**src/rtl/srec_emitter_if.sv**
```systemverilog
// Bus bundle for srec_emitter: dump request, byte-wide memory read port and
// the ASCII character stream toward a UART transmitter.
interface srec_emitter_if;
    logic        start;
    logic [31:0] start_address;
    logic [31:0] length;
    logic [31:0] entry_address;
    logic [31:0] read_address;
    logic        read_enable;
    logic [7:0]  read_data;
    logic [7:0]  char_data;
    logic        char_valid;
    logic        char_ready;
    logic        busy;
    logic        done;

    modport master (
        input  start, start_address, length, entry_address, read_data, char_ready,
        output read_address, read_enable, char_data, char_valid, busy, done
    );

    modport slave (
        output start, start_address, length, entry_address, read_data, char_ready,
        input  read_address, read_enable, char_data, char_valid, busy, done
    );
endinterface

```
**src/rtl/srec_emitter.sv**
```systemverilog
// Dumps a memory range as Motorola S-record text: S3 data records then an S7 record.
// Define SREC_EMITTER_S0_HEADER_EN to prefix the dump with the "S0030000FC" header.
module srec_emitter #(
    parameter int BYTES_PER_RECORD = 16
) (
    input logic            clock,
    input logic            reset_n,
    srec_emitter_if.master bus
);
    localparam logic [31:0] BPR32 = 32'(BYTES_PER_RECORD);
    localparam logic [7:0]  BPR8  = 8'(BYTES_PER_RECORD);

    typedef enum logic [3:0] {
        IDLE, S_CHAR, TYPE, COUNT_HI, COUNT_LO, ADDR, FETCH, FETCH_WAIT,
        DATA_HI, DATA_LO, CSUM_HI, CSUM_LO, CR, LF, DONE
    } state_t;

    state_t      state;
    logic [31:0] addr_cur;
    logic [31:0] remaining;
    logic [31:0] entry;
    logic [31:0] rec_addr;
    logic [7:0]  rec_count;
    logic [7:0]  byte_left;
    logic [7:0]  csum;
    logic [3:0]  rec_type;
    logic [3:0]  data_lo;
    logic [2:0]  nib_idx;

    logic        xfer;
    logic [2:0]  nib_dec;
    logic [3:0]  nib_cur;
    logic [3:0]  nib_next;
    logic [7:0]  csum_n;

    logic [31:0] src_remaining;
    logic [31:0] src_addr;
    logic [31:0] src_entry;
    logic [3:0]  nxt_type;
    logic [7:0]  nxt_n;
    logic [7:0]  nxt_count;
    logic [31:0] nxt_addr;
    logic [7:0]  nxt_csum;

    function automatic logic [7:0] hex_char(input logic [3:0] n);
        return (n < 4'd10) ? (8'h30 + {4'h0, n}) : (8'h37 + {4'h0, n});
    endfunction

    assign xfer     = bus.char_valid & bus.char_ready;
    assign nib_dec  = nib_idx - 3'd1;
    assign nib_cur  = rec_addr[{nib_idx, 2'b00} +: 4];
    assign nib_next = rec_addr[{nib_dec, 2'b00} +: 4];
    assign csum_n   = ~csum;

    // Parameters of the record that follows: taken from the request in IDLE,
    // otherwise from the running address/remaining counters.
    always_comb begin
        src_remaining = (state == IDLE) ? bus.length        : remaining;
        src_addr      = (state == IDLE) ? bus.start_address : addr_cur;
        src_entry     = (state == IDLE) ? bus.entry_address : entry;
        nxt_n         = 8'd0;
        nxt_type      = 4'd7;
        nxt_addr      = src_entry;
        if (src_remaining != 32'd0) begin
            nxt_type = 4'd3;
            nxt_addr = src_addr;
            nxt_n    = (src_remaining < BPR32) ? src_remaining[7:0] : BPR8;
        end
        nxt_count = 8'd5 + nxt_n;
        nxt_csum  = nxt_count + nxt_addr[31:24] + nxt_addr[23:16]
                  + nxt_addr[15:8] + nxt_addr[7:0];
    end

    always_ff @(posedge clock) begin
        if (!reset_n) begin
            state            <= IDLE;
            addr_cur         <= 32'd0;
            remaining        <= 32'd0;
            entry            <= 32'd0;
            rec_addr         <= 32'd0;
            rec_count        <= 8'd0;
            byte_left        <= 8'd0;
            csum             <= 8'd0;
            rec_type         <= 4'd0;
            data_lo          <= 4'd0;
            nib_idx          <= 3'd0;
            bus.char_valid   <= 1'b0;
            bus.char_data    <= 8'd0;
            bus.read_enable  <= 1'b0;
            bus.read_address <= 32'd0;
            bus.busy         <= 1'b0;
            bus.done         <= 1'b0;
        end else begin
            bus.done        <= 1'b0;
            bus.read_enable <= 1'b0;
            case (state)
                IDLE: begin
                    if (bus.start) begin
                        addr_cur       <= bus.start_address;
                        remaining      <= bus.length;
                        entry          <= bus.entry_address;
                        bus.busy       <= 1'b1;
                        bus.char_valid <= 1'b1;
                        bus.char_data  <= 8'h53;
                        state          <= S_CHAR;
`ifdef SREC_EMITTER_S0_HEADER_EN
                        rec_type  <= 4'd0;
                        rec_count <= 8'h03;
                        rec_addr  <= 32'd0;
                        byte_left <= 8'd0;
                        csum      <= 8'h03;
                        nib_idx   <= 3'd3;
`else
                        rec_type  <= nxt_type;
                        rec_count <= nxt_count;
                        rec_addr  <= nxt_addr;
                        byte_left <= nxt_n;
                        csum      <= nxt_csum;
                        nib_idx   <= 3'd7;
`endif
                    end
                end
                S_CHAR: if (xfer) begin
                    bus.char_data <= hex_char(rec_type);
                    state         <= TYPE;
                end
                TYPE: if (xfer) begin
                    bus.char_data <= hex_char(rec_count[7:4]);
                    state         <= COUNT_HI;
                end
                COUNT_HI: if (xfer) begin
                    bus.char_data <= hex_char(rec_count[3:0]);
                    state         <= COUNT_LO;
                end
                COUNT_LO: if (xfer) begin
                    bus.char_data <= hex_char(nib_cur);
                    state         <= ADDR;
                end
                ADDR: if (xfer) begin
                    if (nib_idx != 3'd0) begin
                        nib_idx       <= nib_dec;
                        bus.char_data <= hex_char(nib_next);
                    end else if (byte_left != 8'd0) begin
                        bus.char_valid   <= 1'b0;
                        bus.read_enable  <= 1'b1;
                        bus.read_address <= addr_cur;
                        state            <= FETCH;
                    end else begin
                        bus.char_data <= hex_char(csum_n[7:4]);
                        state         <= CSUM_HI;
                    end
                end
                FETCH: begin
                    addr_cur  <= addr_cur + 32'd1;
                    remaining <= remaining - 32'd1;
                    byte_left <= byte_left - 8'd1;
                    state     <= FETCH_WAIT;
                end
                // read_data belongs to the strobe issued in FETCH
                FETCH_WAIT: begin
                    data_lo        <= bus.read_data[3:0];
                    csum           <= csum + bus.read_data;
                    bus.char_valid <= 1'b1;
                    bus.char_data  <= hex_char(bus.read_data[7:4]);
                    state          <= DATA_HI;
                end
                DATA_HI: if (xfer) begin
                    bus.char_data <= hex_char(data_lo);
                    state         <= DATA_LO;
                end
                DATA_LO: if (xfer) begin
                    if (byte_left != 8'd0) begin
                        bus.char_valid   <= 1'b0;
                        bus.read_enable  <= 1'b1;
                        bus.read_address <= addr_cur;
                        state            <= FETCH;
                    end else begin
                        bus.char_data <= hex_char(csum_n[7:4]);
                        state         <= CSUM_HI;
                    end
                end
                CSUM_HI: if (xfer) begin
                    bus.char_data <= hex_char(csum_n[3:0]);
                    state         <= CSUM_LO;
                end
                CSUM_LO: if (xfer) begin
                    bus.char_data <= 8'h0D;
                    state         <= CR;
                end
                CR: if (xfer) begin
                    bus.char_data <= 8'h0A;
                    state         <= LF;
                end
                LF: if (xfer) begin
                    if (rec_type == 4'd7) begin
                        bus.char_valid <= 1'b0;
                        bus.busy       <= 1'b0;
                        bus.done       <= 1'b1;
                        state          <= DONE;
                    end else begin
                        rec_type      <= nxt_type;
                        rec_count     <= nxt_count;
                        rec_addr      <= nxt_addr;
                        byte_left     <= nxt_n;
                        csum          <= nxt_csum;
                        nib_idx       <= 3'd7;
                        bus.char_data <= 8'h53;
                        state         <= S_CHAR;
                    end
                end
                DONE:    state <= IDLE;
                default: state <= IDLE;
            endcase
        end
    end
endmodule
```
**src/flat_wrapper.sv**
```systemverilog
// flat-port wrapper written by rule: the top's interface ports become plain ports
module srec_emitter_flat 
#(
    parameter int BYTES_PER_RECORD = 16
)
  (clock, reset_n, bus_start, bus_start_address, bus_length, bus_entry_address, bus_read_data, bus_char_ready, bus_read_address, bus_read_enable, bus_char_data, bus_char_valid, bus_busy, bus_done);
  srec_emitter_if bus_i ();
  input logic clock;
  input logic reset_n;
  input wire logic [$bits(bus_i.start)-1:0] bus_start;
  input wire logic [$bits(bus_i.start_address)-1:0] bus_start_address;
  input wire logic [$bits(bus_i.length)-1:0] bus_length;
  input wire logic [$bits(bus_i.entry_address)-1:0] bus_entry_address;
  input wire logic [$bits(bus_i.read_data)-1:0] bus_read_data;
  input wire logic [$bits(bus_i.char_ready)-1:0] bus_char_ready;
  output wire logic [$bits(bus_i.read_address)-1:0] bus_read_address;
  output wire logic [$bits(bus_i.read_enable)-1:0] bus_read_enable;
  output wire logic [$bits(bus_i.char_data)-1:0] bus_char_data;
  output wire logic [$bits(bus_i.char_valid)-1:0] bus_char_valid;
  output wire logic [$bits(bus_i.busy)-1:0] bus_busy;
  output wire logic [$bits(bus_i.done)-1:0] bus_done;
  assign bus_i.start = bus_start;
  assign bus_i.start_address = bus_start_address;
  assign bus_i.length = bus_length;
  assign bus_i.entry_address = bus_entry_address;
  assign bus_i.read_data = bus_read_data;
  assign bus_i.char_ready = bus_char_ready;
  assign bus_read_address = bus_i.read_address;
  assign bus_read_enable = bus_i.read_enable;
  assign bus_char_data = bus_i.char_data;
  assign bus_char_valid = bus_i.char_valid;
  assign bus_busy = bus_i.busy;
  assign bus_done = bus_i.done;
  srec_emitter #(.BYTES_PER_RECORD(BYTES_PER_RECORD)) u_core (.clock(clock), .reset_n(reset_n), .bus(bus_i));
endmodule
```
**config.mk**
```make
export PLATFORM = sky130hd
export DESIGN_NAME = srec_emitter_flat
export DESIGN_NICKNAME = d
export VERILOG_FILES = /design/src/rtl/srec_emitter_if.sv /design/src/rtl/srec_emitter.sv /design/src/flat_wrapper.sv
export SDC_FILE = /design/constraint.sdc
export NUM_CORES = 1
export LEC_CHECK = 0
export ABC_AREA = 1
export CAP_MARGIN = 0
export CORE_MARGIN = 4
export CORE_UTILIZATION = 45
export CTS_CLUSTER_DIAMETER = 80
export CTS_CLUSTER_SIZE = 40
export DETAILED_ROUTE_END_ITERATION = 12
export PLACE_DENSITY_LB_ADDON = 0.05
export SLEW_MARGIN = 15
export SYNTH_ARGS = -nofsm -noshare
export SYNTH_HDL_FRONTEND = slang
export SYNTH_SLANG_ARGS = --single-unit
```
**constraint.sdc**
```tcl
create_clock -name clock -period 15.05 [get_ports clock]
set_input_delay 1.505 -clock clock [delete_from_list [all_inputs] [get_ports clock]]
set_output_delay 1.505 -clock clock [all_outputs]
set_load 0.02 [all_outputs]
```
Yosys cells after proc, flatten, opt, wreduce, memory -nomap -nowiden. Cells that the tools add are included.

Register bits after elaboration: 211. Bits of input ports: 108. Output and inout port bits: 44. Word-level logic and storage cells: 211.

$add $sub $neg: 28. Order comparisons: 10. Equal/unequal tests: 30. Shifts and indexed selects: 2. Multiplexer cells: 98. Bitwise gates (word level): 2. Reduce and logical (&&, ||, !) cells: 24.

Operator list (count): $mux W32 (13); $mux W8 (35); $pmux W32 S2 (4); $add A6 B4 Y7 const A (18); $pmux W8 S13 (1); $mux W4 (18); $shiftx A32 B6 Y4 (2); $pmux W4 S14 (1); $pmux W8 S3 (2); $add A8 B8 Y8 (5); $lt A4 B4 Y1 const B (9); $add A32 B1 Y32 const B (1); $lt A32 B5 Y1 const B (1); $reduce_bool A32 Y1 (1); $sub A32 B1 Y32 const B (1); $ne A2 B1 Y1 const B (13); $eq A4 B4 Y1 const B (6); $eq A4 B3 Y1 const B (5); $reduce_and A4 Y1 (5); $mux W3 (6); $pmux W8 S2 (1); $reduce_and A14 Y1 (1); $reduce_and A13 Y1 (1); $reduce_bool A13 Y1 (1); 22 further kinds (43).

Logic depth before layout (Yosys ltp).
Depth in word-level cells: 13. Depth in mapped cells: 33. Depth with buffers taken out: 30.

Worst setup path before layout. Ideal clock, no wire load.

Path kind: input to register. Start point: input port bus_length[15]. End point: register u_core.csum[7]. Setup time: 70 ps. Arrival: 5706 ps. Required time: 14980 ps. Slack: 9274 ps. Cell stages on the path: 29. Path buffers: 1. Path through: nor2_1 > nand2_1 > nor2_1 > nand2_1 > nand2_1 > nand3_4 > nor2_8 > inv_2 > clkbuf_1 > a211oi_1 > a31oi_1 > fa_1 > inv_1 > fa_1 > fa_1 > inv_1 > ha_1 > fa_1 > a21oi_1 > nor2_1 > nor2_1 > nor2_1 > nor2_1 > nor2_1 > nor2_1 > inv_1 > nand3_1 > nand3_1 > a21oi_1.

Elaborated cells between the ends (all ways): 15. Classes of those cells: add/sub (5); order compare (1); mux (8); reduce/logical (1).

RTL lines: start: declaration (line flat_wrapper.sv:12) `input wire logic [$bits(bus_i.length)-1:0] bus_length;`; $mux W32 * (line srec_emitter.sv:58) `src_remaining = (state == IDLE) ? bus.length : remaining;`; $reduce_bool A32 Y1 * (line srec_emitter.sv:64) `if (src_remaining != 32'd0) begin`; $mux W32 * (line srec_emitter.sv:64); via u_core.nxt_addr[17] (line srec_emitter.sv:42) `logic [31:0] nxt_addr;`; $add A8 B8 Y8 * (line srec_emitter.sv:70) `nxt_csum = nxt_count + nxt_addr[31:24] + nxt_addr[23:16]`; $add A8 B8 Y8 * (2 in series) (line srec_emitter.sv:71) `+ nxt_addr[15:8] + nxt_addr[7:0];`; $mux W8 (line srec_emitter.sv:195) `if (rec_type == 4'd7) begin`; $mux W8 (line srec_emitter.sv:194) `LF: if (xfer) begin`; $pmux W8 S3 * (line srec_emitter.sv:96) `case (state)`; end signal: assignment (line srec_emitter.sv:118) `csum <= nxt_csum;`; end signal: assignment (line srec_emitter.sv:162) `csum <= csum + bus.read_data;`; end signal: assignment (line srec_emitter.sv:205) `csum <= nxt_csum;`; end: declaration (line srec_emitter.sv:25) `logic [7:0] csum;`.

Mark *: on every way through the listed nets, which the timed path passes. The rest lies on a longest branch. The select of a mux whose other input is x is not followed. A chain may end at the register's enable or synchronous reset.

Final worst setup path.
Start point: register u_core.state[0]. End point: register u_core.csum[7].

Elaborated cells between the ends (all ways): 25. Classes of those cells: add/sub (5); order compare (1); eq/ne (5); mux (10); reduce/logical (4).

RTL lines: start: declaration (line srec_emitter.sv:18) `state_t state;`; start signal: assignment (line srec_emitter.sv:76) `state <= IDLE;`; start signal: assignment (line srec_emitter.sv:105) `state <= S_CHAR;`; start signal: assignment (line srec_emitter.sv:125) `state <= TYPE;`; $logic_not A4 Y1 * (line srec_emitter.sv:58, srec_emitter.sv:59, srec_emitter.sv:60); $mux W32 (line srec_emitter.sv:58); $reduce_bool A32 Y1 (line srec_emitter.sv:64); $mux W32 * (line srec_emitter.sv:64); via u_core.nxt_addr[17] (line srec_emitter.sv:42); $add A8 B8 Y8 * (line srec_emitter.sv:70); $add A8 B8 Y8 * (2 in series) (line srec_emitter.sv:71); $mux W8 (line srec_emitter.sv:195); $mux W8 (line srec_emitter.sv:194); $pmux W8 S3 * (line srec_emitter.sv:96).

Marks and branches as above.

==> impl_metrics.csv <==
group,metric,value,unit
power,vdd.ir_drop.worst,0.183,mV
floorplan,fp.dieArea,0.0328,mm²
critical_path,slowest_stage,"buf_4",
timing,setup_viol,0,
synth,synthTopCellsByCount,"nand2_1, inv_1, o21ai_0, nor2_1, dfxtp_1",
critical_path,crit_fanout,83,
synth,async_flop_share,0,%
grt,grt_first_pass_wirelength,71500,µm
critical_path,arrival,7390,ps
grt,track_usage,26.7,%
status,status,"completed",
placement,gp_congestion,0.928,
floorplan,fp.dieW,181,µm
clocking,cts_setup_buffers,0,
power,leakage,0.00669,µW
final_layout,area_growth,17.0,%
timing,max_freq,144,MHz
synth,synth-seq-cells,209,
timing,final-hold-violation-count,0,
critical_path,cpLargestDelayFamily,"adder cells",
placement,dp_hpwl,33500,µm
clocking,clock_path_buffers,3,
grt,grt_max_degree,84,
timing,min_period,6960,ps
grt,antenna_found_initial,2,
job,drv_cap,0,
clocking,cts_sinks,209,
critical_path,endpoint_kind,"register",
final_layout,finalNetCount,2309,
critical_path,worst-path-buf-inv,6,
synth,yosys-top-cells-area,"dfxtp_1, nand2_1, o21ai_0",
synth,synth_edf_count,0,
clocking,cts_tree,"built",
final_layout,drive_gt1_share,3.61,%
drt,ant_nets,0,
synth,yosysTopAreaCellShare,31.1,%
synth,yosysMostFrequentCell,"nand2_1",
synth,ys_warn_count,0,
drt,drt_pass1_iterations,8,
critical_path,crit_required,15490,ps
synth,syn_avg_cell_area,6.51,µm²
power,p_per_area,224,mW/mm²
hold_path,worstHoldEndpoint,"u_core.bus.char_data[7]",
clocking,path_clk_slew,100,ps
synth,synth_top_cell_by_area,"dfxtp_1",
drt,avgViaCountPerCell,5.55,
synth,ys_seq_area_share,31.1,%
floorplan,fp-row-count,63,
hold_path,whs_path_depth,2,
timing,relSlewSlack,38.5,%
timing,fin_crit_sh,46.2,%
clocking,h-tree-depth,1,
timing,slew_viol_final,0,
hold_path,hold_start,"u_core.bus.char_data[7]",
critical_path,reg2reg_slack,8090,ps
timing,tightest_slew,922,ps
final_layout,fin_cells,2551,
timing,tns,0,ps
critical_path,critPathKind,"reg2reg",
hold_path,hold_path.class,"reg2reg",
clocking,clk_latency,520,ps
timing,rsz0062_at_grt,"false",
clocking,cts_inserted_buffers,16,
critical_path,max_stage_delay,650,ps
drt,wl_per_cell,17.9,µm
critical_path,path_common_cell,"nor2_1",
synth,syn-cell-area,0.0135,mm²
floorplan,initial_utilization,45.6,%
clocking,hold_buffers,0,
floorplan,core,0.0296,mm²
drt,drt_iter0_drc,1084,
floorplan,io_pins,152,
synth,ys.flop_type,"dfxtp_1",
critical_path,critPathLaunchType,"register",
grt,overflow,0,
synth,synth.distinct_cells,58,
critical_path,rr_startpoint,"u_core.state[0]",
critical_path,rr_worst_depth,29,
placement,place_inst,2523,
drt,wl,45800,µm
placement,port_buffers,151,
grt,grt_pass1_vias,13000,
drt,drc,0,
critical_path,r2r_end,"u_core.csum[7]",
clocking,clk_root_buffer_cell,"clkbuf_16",
critical_path,path_depth,29,
clocking,cts-resized-gates,0,
floorplan,die_h,181,µm
timing,fin_worst_skew,32.7,ps
drt,vias,14200,
final_layout,diodes,0,
synth,synthesis.instances,2069,
logic make-up after synthesis:
family	after synthesis	share of synthesized area, %
simple gates	765	23.5
compound gates	609	25.7
buf+inv	397	11.3
flops	209	31.1
fa+ha+maj	50	5.82
xor+xnor	38	2.47
other cells	1	0.0278
layer usage:
| layer | share of wire (%) | vias up | global-route usage (%) |
|---|---|---|---|
| met5 | 0.046 | - | 0 |
| met4 | 2.9 | 4 | 7.24 |
| met3 | 6.7 | 74 | 4.09 |
| met2 | 44 | 512 | 41.9 |
| met1 | 46 | 6538 | 38.6 |
| li1 | - | 7023 | - |
power breakdown:
group,switching [µW],internal [µW],leakage [µW]
clock,264,230,0.000283
sequential,110,691,0.00172
combinational,1480,750,0.00469
total,1860,1670,0.00669
placed cells by master (no fill, tap or decap), types with 6 or more instances in the layout:
cell type        count
a211oi_1            40
a21oi_1            188
a221oi_1             6
a31oi_1             51
buf_4               15
clkbuf_16           17
clkdlybuf4s50_1    150
clkinv_1             6
dfxtp_1            209
fa_1                21
ha_1                29
inv_1              282
inv_12               6
nand2_1            407
nand2_2              8
nand3_1             60
nand4_1             10
nor2_1             217
nor3_1              25
nor4_1               9
o2111ai_1            7
o211ai_1            31
o21ai_0            242
o22ai_1              6
o31ai_1              6
xor2_1              33
worst min-delay path: cells and delay by family (launching register included):
family,cells,cell delay [ps]
buffers and inverters,1,30
flip-flops,1,320
AND/OR/NAND/NOR,1,70
worst max path at each step:
stage | start | endpoint | slack, ps
floorplan | bus_length[15] | u_core.csum[7] | 9270
global placement | bus_length[15] | u_core.csum[7] | 7810
detailed placement | bus_length[15] | u_core.csum[7] | 7680
CTS | u_core.state[0] | u_core.csum[7] | 8090
global route | u_core.state[0] | u_core.csum[7] | 7410
finish | u_core.state[0] | u_core.csum[7] | 8090
state kept, by name (all words and copies together), names as in the netlist:
| register | flops |
|---|---|
| u_core.addr_cur | 32 |
| u_core.bus.read_address | 32 |
| u_core.entry | 32 |
| u_core.rec_addr | 32 |
| u_core.remaining | 32 |
| u_core.bus.char_data | 8 |
| u_core.byte_left | 8 |
| u_core.csum | 8 |
| u_core.rec_count | 8 |
| u_core.data_lo | 4 |
| u_core.state | 4 |
| u_core.nib_idx | 3 |
| u_core.rec_type | 2 |
| u_core.bus.busy | 1 |
| u_core.bus.char_valid | 1 |
| u_core.bus.done | 1 |
| u_core.bus.read_enable | 1 |
through the flow:
| stage | hold WS (ps) | utilization, % | total power [µW] | instance area [µm²] | worst slack [ps] |
|---|---|---|---|---|---|
| 3_5_place_dp | 449 | 51.3 | 3030 | 15200 | 7680 |
| 3_3_place_gp | 437 | 51.3 | 3010 | 15200 | 7810 |
| 6_report | 455 | 53.3 | 3530 | 15800 | 8090 |
| 4_1_cts | 460 | 53.3 | 3540 | 15800 | 8090 |
| 5_1_grt | 475 | 53.3 | 3880 | 15800 | 7410 |
| 2_1_floorplan | 437 | - | 2400 | 13500 | 9270 |
cell type report:
cell class | instances | area [µm²]
repair buffers | 166 | 1620
inverters | 294 | 1110
flip-flops and latches | 209 | 4180
clock buffers | 17 | 425
fillers | 3015 | 13800
well taps | 390 | 488
clock inverters | 11 | 160
multi-input cells | 1464 | 7770
(Power assumes the default switching activity.)
